File: src/rtl/iserdes_10bit_word_aligner_if.sv
// Signal bundle between the 1:10 deserializer side and the word aligner.
// The master drives raw words and control; the slave (aligner) returns aligned data and status.
interface iserdes_10bit_word_aligner_if;
  logic [9:0] data_in;
  logic       train_en;
  logic       realign;
  logic [9:0] data_out;
  logic       data_valid;
  logic       locked;
  logic [3:0] bit_offset;
  logic       align_err;

  modport master (
    output data_in, train_en, realign,
    input  data_out, data_valid, locked, bit_offset, align_err
  );

  modport slave (
    input  data_in, train_en, realign,
    output data_out, data_valid, locked, bit_offset, align_err
  );
endinterface

File: src/rtl/iserdes_10bit_word_aligner.sv
// Finds the bit offset of the training word in a 1:10 deserialized stream,
// locks onto it and emits word-aligned 10-bit data.
module iserdes_10bit_word_aligner #(
  parameter logic [9:0]  TRAIN_PATTERN = 10'h3E0,
  parameter int unsigned LOCK_COUNT    = 16,
  parameter int unsigned ERR_LIMIT     = 4
) (
  input  logic                          clk,
  input  logic                          rst,
  iserdes_10bit_word_aligner_if.slave   bus
);

  localparam int unsigned MCW = $clog2(LOCK_COUNT + 1);
  localparam int unsigned ECW = $clog2(ERR_LIMIT + 1);

  typedef enum logic [1:0] {SEARCH, VERIFY, LOCKED} state_t;

  state_t         state_q, state_d;
  logic [9:0]     prev_q;
  logic [9:0]     data_out_q;
  logic [3:0]     off_q, off_d, off_inc;
  logic [MCW-1:0] mcnt_q, mcnt_d;
  logic [ECW-1:0] ecnt_q, ecnt_d;
  logic           valid_q;
  logic           aerr_q, aerr_d;
  logic [19:0]    window;
  logic [9:0]     cand;
  logic           match;

  // Earlier word sits in the low half so offset k picks bits k..k+9 of the serial stream.
  assign window  = {bus.data_in, prev_q};
  assign cand    = 10'(window >> off_q);
  assign match   = (cand == TRAIN_PATTERN);
  assign off_inc = (off_q == 4'd9) ? '0 : off_q + 4'd1;

  always_comb begin
    state_d = state_q;
    off_d   = off_q;
    mcnt_d  = mcnt_q;
    ecnt_d  = ecnt_q;
    aerr_d  = 1'b0;
    if (bus.realign) begin
      state_d = SEARCH;
      off_d   = '0;
      mcnt_d  = '0;
      ecnt_d  = '0;
    end else if (bus.train_en) begin
      unique case (state_q)
        SEARCH: begin
          if (match) begin
            mcnt_d  = MCW'(1);
            state_d = (LOCK_COUNT == 1) ? LOCKED : VERIFY;
          end else begin
            off_d = off_inc;
          end
        end
        VERIFY: begin
          if (match) begin
            if (mcnt_q == MCW'(LOCK_COUNT - 1)) begin
              state_d = LOCKED;
              mcnt_d  = MCW'(LOCK_COUNT);
            end else begin
              mcnt_d = mcnt_q + MCW'(1);
            end
          end else begin
            state_d = SEARCH;
            mcnt_d  = '0;
            off_d   = off_inc;
          end
        end
        LOCKED: begin
          if (match) begin
            ecnt_d = '0;
          end else if (ecnt_q == ECW'(ERR_LIMIT - 1)) begin
            // Offset is kept so the old alignment is retried first.
            state_d = SEARCH;
            ecnt_d  = '0;
            mcnt_d  = '0;
            aerr_d  = 1'b1;
          end else begin
            ecnt_d = ecnt_q + ECW'(1);
          end
        end
        default: state_d = SEARCH;
      endcase
    end
  end

  always_ff @(posedge clk) begin
    if (rst) begin
      state_q    <= SEARCH;
      prev_q     <= '0;
      data_out_q <= '0;
      off_q      <= '0;
      mcnt_q     <= '0;
      ecnt_q     <= '0;
      valid_q    <= 1'b0;
      aerr_q     <= 1'b0;
    end else begin
      state_q    <= state_d;
      prev_q     <= bus.data_in;
      data_out_q <= cand;
      off_q      <= off_d;
      mcnt_q     <= mcnt_d;
      ecnt_q     <= ecnt_d;
      valid_q    <= (state_d == LOCKED);
      aerr_q     <= aerr_d;
    end
  end

  assign bus.data_out   = data_out_q;
  assign bus.data_valid = valid_q;
  assign bus.locked     = (state_q == LOCKED);
  assign bus.bit_offset = off_q;
  assign bus.align_err  = aerr_q;

endmodule

File: src/flat_wrapper.sv
// flat-port wrapper written by rule: the top's interface ports become plain ports
module iserdes_10bit_word_aligner_flat 
#(
  parameter logic [9:0]  TRAIN_PATTERN = 10'h3E0,
  parameter int unsigned LOCK_COUNT    = 16,
  parameter int unsigned ERR_LIMIT     = 4
)
  (clk, rst, bus_data_in, bus_train_en, bus_realign, bus_data_out, bus_data_valid, bus_locked, bus_bit_offset, bus_align_err);
  iserdes_10bit_word_aligner_if bus_i ();
  input  logic clk;
  input  logic rst;
  input wire logic [$bits(bus_i.data_in)-1:0] bus_data_in;
  input wire logic [$bits(bus_i.train_en)-1:0] bus_train_en;
  input wire logic [$bits(bus_i.realign)-1:0] bus_realign;
  output wire logic [$bits(bus_i.data_out)-1:0] bus_data_out;
  output wire logic [$bits(bus_i.data_valid)-1:0] bus_data_valid;
  output wire logic [$bits(bus_i.locked)-1:0] bus_locked;
  output wire logic [$bits(bus_i.bit_offset)-1:0] bus_bit_offset;
  output wire logic [$bits(bus_i.align_err)-1:0] bus_align_err;
  assign bus_i.data_in = bus_data_in;
  assign bus_i.train_en = bus_train_en;
  assign bus_i.realign = bus_realign;
  assign bus_data_out = bus_i.data_out;
  assign bus_data_valid = bus_i.data_valid;
  assign bus_locked = bus_i.locked;
  assign bus_bit_offset = bus_i.bit_offset;
  assign bus_align_err = bus_i.align_err;
  iserdes_10bit_word_aligner #(.TRAIN_PATTERN(TRAIN_PATTERN), .LOCK_COUNT(LOCK_COUNT), .ERR_LIMIT(ERR_LIMIT)) u_core (.clk(clk), .rst(rst), .bus(bus_i));
endmodule
File: config.mk
export PLATFORM = sky130hd
export DESIGN_NAME = iserdes_10bit_word_aligner_flat
export DESIGN_NICKNAME = d
export VERILOG_FILES = /design/src/rtl/iserdes_10bit_word_aligner_if.sv /design/src/rtl/iserdes_10bit_word_aligner.sv /design/src/flat_wrapper.sv
export SDC_FILE = /design/constraint.sdc
export NUM_CORES = 1
export LEC_CHECK = 0
export CORE_MARGIN = 1
export CORE_UTILIZATION = 60
export CTS_CLUSTER_DIAMETER = 120
export DETAILED_ROUTE_END_ITERATION = 16
export PLACE_DENSITY = 0.86
export SKIP_CTS_REPAIR_TIMING = 1
export SLEW_MARGIN = 25
export SYNTH_ARGS = -nofsm -noshare
export SYNTH_HDL_FRONTEND = slang
export SYNTH_SLANG_ARGS = --single-unit
File: constraint.sdc
create_clock -name clk -period 4.3 [get_ports clk]
set_input_delay 0.645 -clock clk [delete_from_list [all_inputs] [get_ports clk]]
set_output_delay 0.645 -clock clk [all_outputs]
set_load 0.02 [all_outputs]
# Word level (Yosys, flattened, before mapping)
# Cells that the tools add are included.
dict set report op_classes {
  add_sub_neg 3
  multipliers 0
  div_mod_pow 0
  magnitude_cmp 0
  n_eq_ne 10
  shift 1
  mux 18
  bitwise_logic 3
  n_reduce_logical 8
}
# cell count
set op_table {}
lappend op_table {{5-bit two-way mux} 5}
lappend op_table {{20-bit by 4-bit right shift with 10-bit output} 1}
lappend op_table {{5-bit case mux with 3 select lines} 1}
lappend op_table {{2-bit two-way mux} 7}
lappend op_table {{10-bit == test (second input constant)} 1}
lappend op_table {{3-bit two-way mux} 2}
lappend op_table {{2-bit case mux with 3 select lines} 1}
lappend op_table {{5-bit by 1-bit adder with 5-bit output (second input constant)} 1}
lappend op_table {{5-bit by 4-bit == test with 1-bit output (second input constant)} 1}
lappend op_table {{5-bit AND reduction} 1}
lappend op_table {{5-bit OR reduction} 1}
lappend op_table {{4-bit by 1-bit adder with 4-bit output (second input constant)} 1}
lappend op_table {{2-bit == test (second input constant)} 2}
lappend op_table {{4-bit == test (second input constant)} 1}
lappend op_table {{4-bit two-way mux} 1}
lappend op_table {{2-bit by 1-bit != test with 1-bit output (second input constant)} 2}
lappend op_table {{2-bit OR reduction} 2}
lappend op_table {{3-bit by 1-bit adder with 3-bit output (second input constant)} 1}
lappend op_table {{3-bit by 2-bit == test with 1-bit output (second input constant)} 1}
lappend op_table {{1-bit inverter} 3}
lappend op_table {{3-bit AND reduction} 1}
lappend op_table {{3-bit nonzero test} 1}
lappend op_table {{2-bit by 1-bit == test with 1-bit output (second input constant)} 1}
lappend op_table {{2-bit logical NOT} 1}
lappend op_table {{other kinds (3)} 3}
dict set report word_totals {
  ff_bits 36
  latchBits 0
  ramBits 0
  romBits 0
  inputBits 14
  out_inout_bits 17
  wordCells 51
  mem_count 0
}

# Depth between registers and ports, before layout
dict set report depth {
  depth_word 7
  mapped_depth 13
}

# Least setup slack after synthesis
# OpenSTA, ideal clock, no wires.
dict set report synth_path {
  path_kind {flip-flop to flip-flop}
  startpoint {register u_core.off_q[0], in the netlist u_core.bus.bit_offset[0]}
  endpoint {register u_core.mcnt_q[3]}
  setup_ns 0.079
  arrival_ns 2.739
  required_ns 4.221
  slack_ns 1.482
  path_stages_with_launch 12
  path_buffers 3
  synth_period_minus_slack_ns 2.818
  path_cell_list {dfxtp_1 > buf_6 > buf_6 > mux4_2 > nand3_1 > and3_1 > nor4bb_4 > and3_1 > buf_4 > nand4_4 > or4_1 > o211ai_1}
}
dict set report synth_between {
  elab_chain_len 4
  word_cells_on_any_way 7
  classes_between {3 x eq/ne; 1 x shift; 2 x mux; 1 x reduce/logical}
}
# element line_no
set synth_lines {}
lappend synth_lines {{from (decl)} iserdes_10bit_word_aligner.sv:21} ;# logic [3:0] off_q, off_d, off_inc;
lappend synth_lines {{from (signal assigned)} iserdes_10bit_word_aligner.sv:94} ;# off_q <= '0;
lappend synth_lines {{from (signal assigned)} iserdes_10bit_word_aligner.sv:103} ;# off_q <= off_d;
lappend synth_lines {{20-bit by 4-bit right shift with 10-bit output (*)} iserdes_10bit_word_aligner.sv:32} ;# assign cand = 10'(window >> off_q);
lappend synth_lines {{10-bit == test (*)} iserdes_10bit_word_aligner.sv:33} ;# assign match = (cand == TRAIN_PATTERN);
lappend synth_lines {{2-bit by 1-bit != test with 1-bit output (no line) (tied with other cells)} n/a}
lappend synth_lines {{5-bit AND reduction (no line) / 5-bit case mux with 3 select lines (equally long branches)} n/a}
lappend synth_lines {{to (signal assigned)} iserdes_10bit_word_aligner.sv:104} ;# mcnt_q <= mcnt_d;
lappend synth_lines {{to (decl)} iserdes_10bit_word_aligner.sv:22} ;# logic [MCW-1:0] mcnt_q, mcnt_d;
# Every way passes the cells marked *; elsewhere a longest branch is shown, timed or not.
# A chain may end at the register's enable or synchronous reset.

# Final worst setup path
dict set report layout_path {
  startpoint {register u_core.off_q[1], in the netlist u_core.bus.bit_offset[1]}
  endpoint {register u_core.mcnt_q[3]}
}
# Same word-level chain as after synthesis.

==> impl_metrics.json <==
{
  "outcome": "completed",
  "synthDistinctLibCells": 48,
  "overflow": 0,
  "crit_chain": "mux4_2, mux2i_1, mux2_2, nor4bb_4, and3_1, nand4_4, or4_1, o211ai_1",
  "vias": 1939,
  "nets": 275,
  "die_w_um": 65.20,
  "grt_pass1_vias": 1755,
  "critPathCaptureType": "register",
  "htree_num_levels": 2,
  "synth-seq-cells": 36,
  "ys.warnings.count": 0,
  "cp_data_arrival_time_ns": 3.79,
  "synth_edf_count": 0,
  "cts_tree": "yes",
  "ir_worst_vdd_v": 0.0002084,
  "ant_nets": 0,
  "gp_congestion": 0.9109,
  "p_total_uw": 725.2,
  "cts_inserted_buffers": 5,
  "hold_violations": 0,
  "fin_util_pct": 74.47,
  "clk_latency_ns": 0.29,
  "relSlewSlack_pct": 44.37,
  "final_cell_mix": "dfxtp_1, clkdlybuf4s50_1, mux4_2, nor2_1, nor2b_1",
  "cap_violations": 0,
  "placed_area_um2": 2690,
  "hold_slack_ns": 0.4611,
  "routed_wl_um": 5037,
  "tns_ns": 0,
  "track_usage_pct": 26.59,
  "period_share_pct": 83.01,
  "layout_min_cycle_time_ns": 3.569,
  "ys.flop_type": "dfxtp_1",
  "start_util_pct": 64.00,
  "grt_max_degree": 24,
  "syn_area_um2": 2396,
  "p_leak_nw": 1.011,
  "vias_per_cell": 6.421,
  "clockBufferDepth": 2,
  "rsz0062_at_grt": "false",
  "fillers": 285,
  "critPathMaxStageDelay_ns": 0.81,
  "num_io_pins": 31,
  "antenna_found_initial": 0,
  "final_common_cell": "dfxtp_1",
  "fin_skew_ns": 0.008826,
  "grt_pass1_wl_um": 8480,
  "io_buffers": 30,
  "worstHoldPathType": "reg -> reg",
  "area_delta_synth_final_pct": 16.34,
  "syn_inst": 226,
  "clock.fmax_mhz": 280.2,
  "dp.final_hpwl_um": 3661,
  "first_iter_violations": 126,
  "slew_violations": 0,
  "tightest_slew_ns": 0.8318,
  "rows": 22,
  "n_antenna_cell": 0,
  "drc": 0,
  "dieArea_um2": 4250,
  "final_layout_size_suffix_gt1_share_pct": 19.29,
  "syn_nets": 247,
  "power_density_nw_per_um2": 260.2,
  "crit_slowest_cell": "dfxtp_1",
  "synthArstFlopShare_pct": 0,
  "cp.required_ns": 4.52,
  "wl_per_cell_um": 16.68,
  "worstSetupPathType": "reg -> reg",
  "clock-sinks": 36,
  "ys_seq_area_share_pct": 30.08,
  "drt_pass1_iterations": 4,
  "postSynthAreaPerCell_um2": 10.60,
  "clk_pin_slew_ns": 0.07,
  "core_area_um2": 3744,
  "setup_viol": 0,
  "design_area_um2": 2788,
  "start_kind": "register",
  "cts_root_buf": "clkbuf_8",
  "die_h_um": 65.20,
  "crit_fanout": 17
}
## synth_stat cells, drive strengths merged, types with 5 or more instances
cell,n,share of area [%]
and3,5,1.3
nor2b,20,5.3
mux2i,11,4.6
a21oi,8,1.7
buf,12,4.3
mux4,23,22
nand2,12,1.9
nor2,23,3.6
inv,6,0.94
nand3b,5,1.6
nand3,9,1.9
dfxtp,36,30
ha,7,3.7
## worst max-delay path: cells and delay by family, from the launching register on
family           cells  cell delay (ns)
AO/OA/AOI/OAI        1             0.10
AND/OR/NAND/NOR      4             1.59
multiplexers         3             1.00
flip-flops           1             0.81
## power breakdown
part / switching, mW / leakage, nW / total (mW) / internal, mW
combinational: 0.0495 / 0.665 / 0.112 / 0.0624
sequential: 0.0119 / 0.295 / 0.356 / 0.344
clock: 0.115 / 0.0503 / 0.257 / 0.143
## cell type report
| type | count | area [um^2] | share of cell area, % |
|---|---|---|---|
| clock buffer | 7 | 96.34 | 3.456 |
| sequential | 36 | 721.9 | 25.90 |
| inverter | 6 | 22.52 | 0.8079 |
| timing repair buffer | 37 | 352.8 | 12.66 |
| tap | 48 | 60.06 | 2.154 |
| multi-input combinational | 168 | 1534 | 55.03 |
## through the flow
step,cells,setup slack (ns)
after global routing,302,0.5021
after global placement,295,0.6300
after detailed placement,295,0.5501
after floorplan,226,1.482
after CTS,302,0.5845
final,302,0.7307
## per-layer routing
layer / GRT usage [%] / up-vias / part of all wire (%)
met5: 0 / - / 0
met4: 9.511 / 0 / 1.9
met3: 5.729 / 11 / 8.3
met2: 39.95 / 104 / 46
met1: 37.76 / 921 / 44
li1: - / 903 / -
## state kept, by name (all words and copies together) (netlist names)
register,count
u_core.bus.align_err,1
u_core.bus.bit_offset,4
u_core.bus.data_out,10
u_core.bus.data_valid,1
u_core.ecnt_q,3
u_core.mcnt_q,5
u_core.prev_q,10
u_core.state_q,2
## path summary, 6_finish.rpt
check / start / end / cells after the start / slack, ns
worst min register to register: u_core.ecnt_q[2] / u_core.ecnt_q[2] / 1 / 0.46
worst max-delay path: u_core.bus.bit_offset[1] / u_core.mcnt_q[3] / 8 / 0.73
worst min-delay path: u_core.ecnt_q[2] / u_core.ecnt_q[2] / 1 / 0.46
worst max register to register: u_core.bus.bit_offset[1] / u_core.mcnt_q[3] / 8 / 0.73
## cell families after synthesis
group | synth area share, %
buf+inv | 5.900
flops | 30.08
mux | 28.09
compound gates | 11.28
simple gates | 20.99
fa+ha+maj | 3.655
Power figures use the tool's default switching activity.
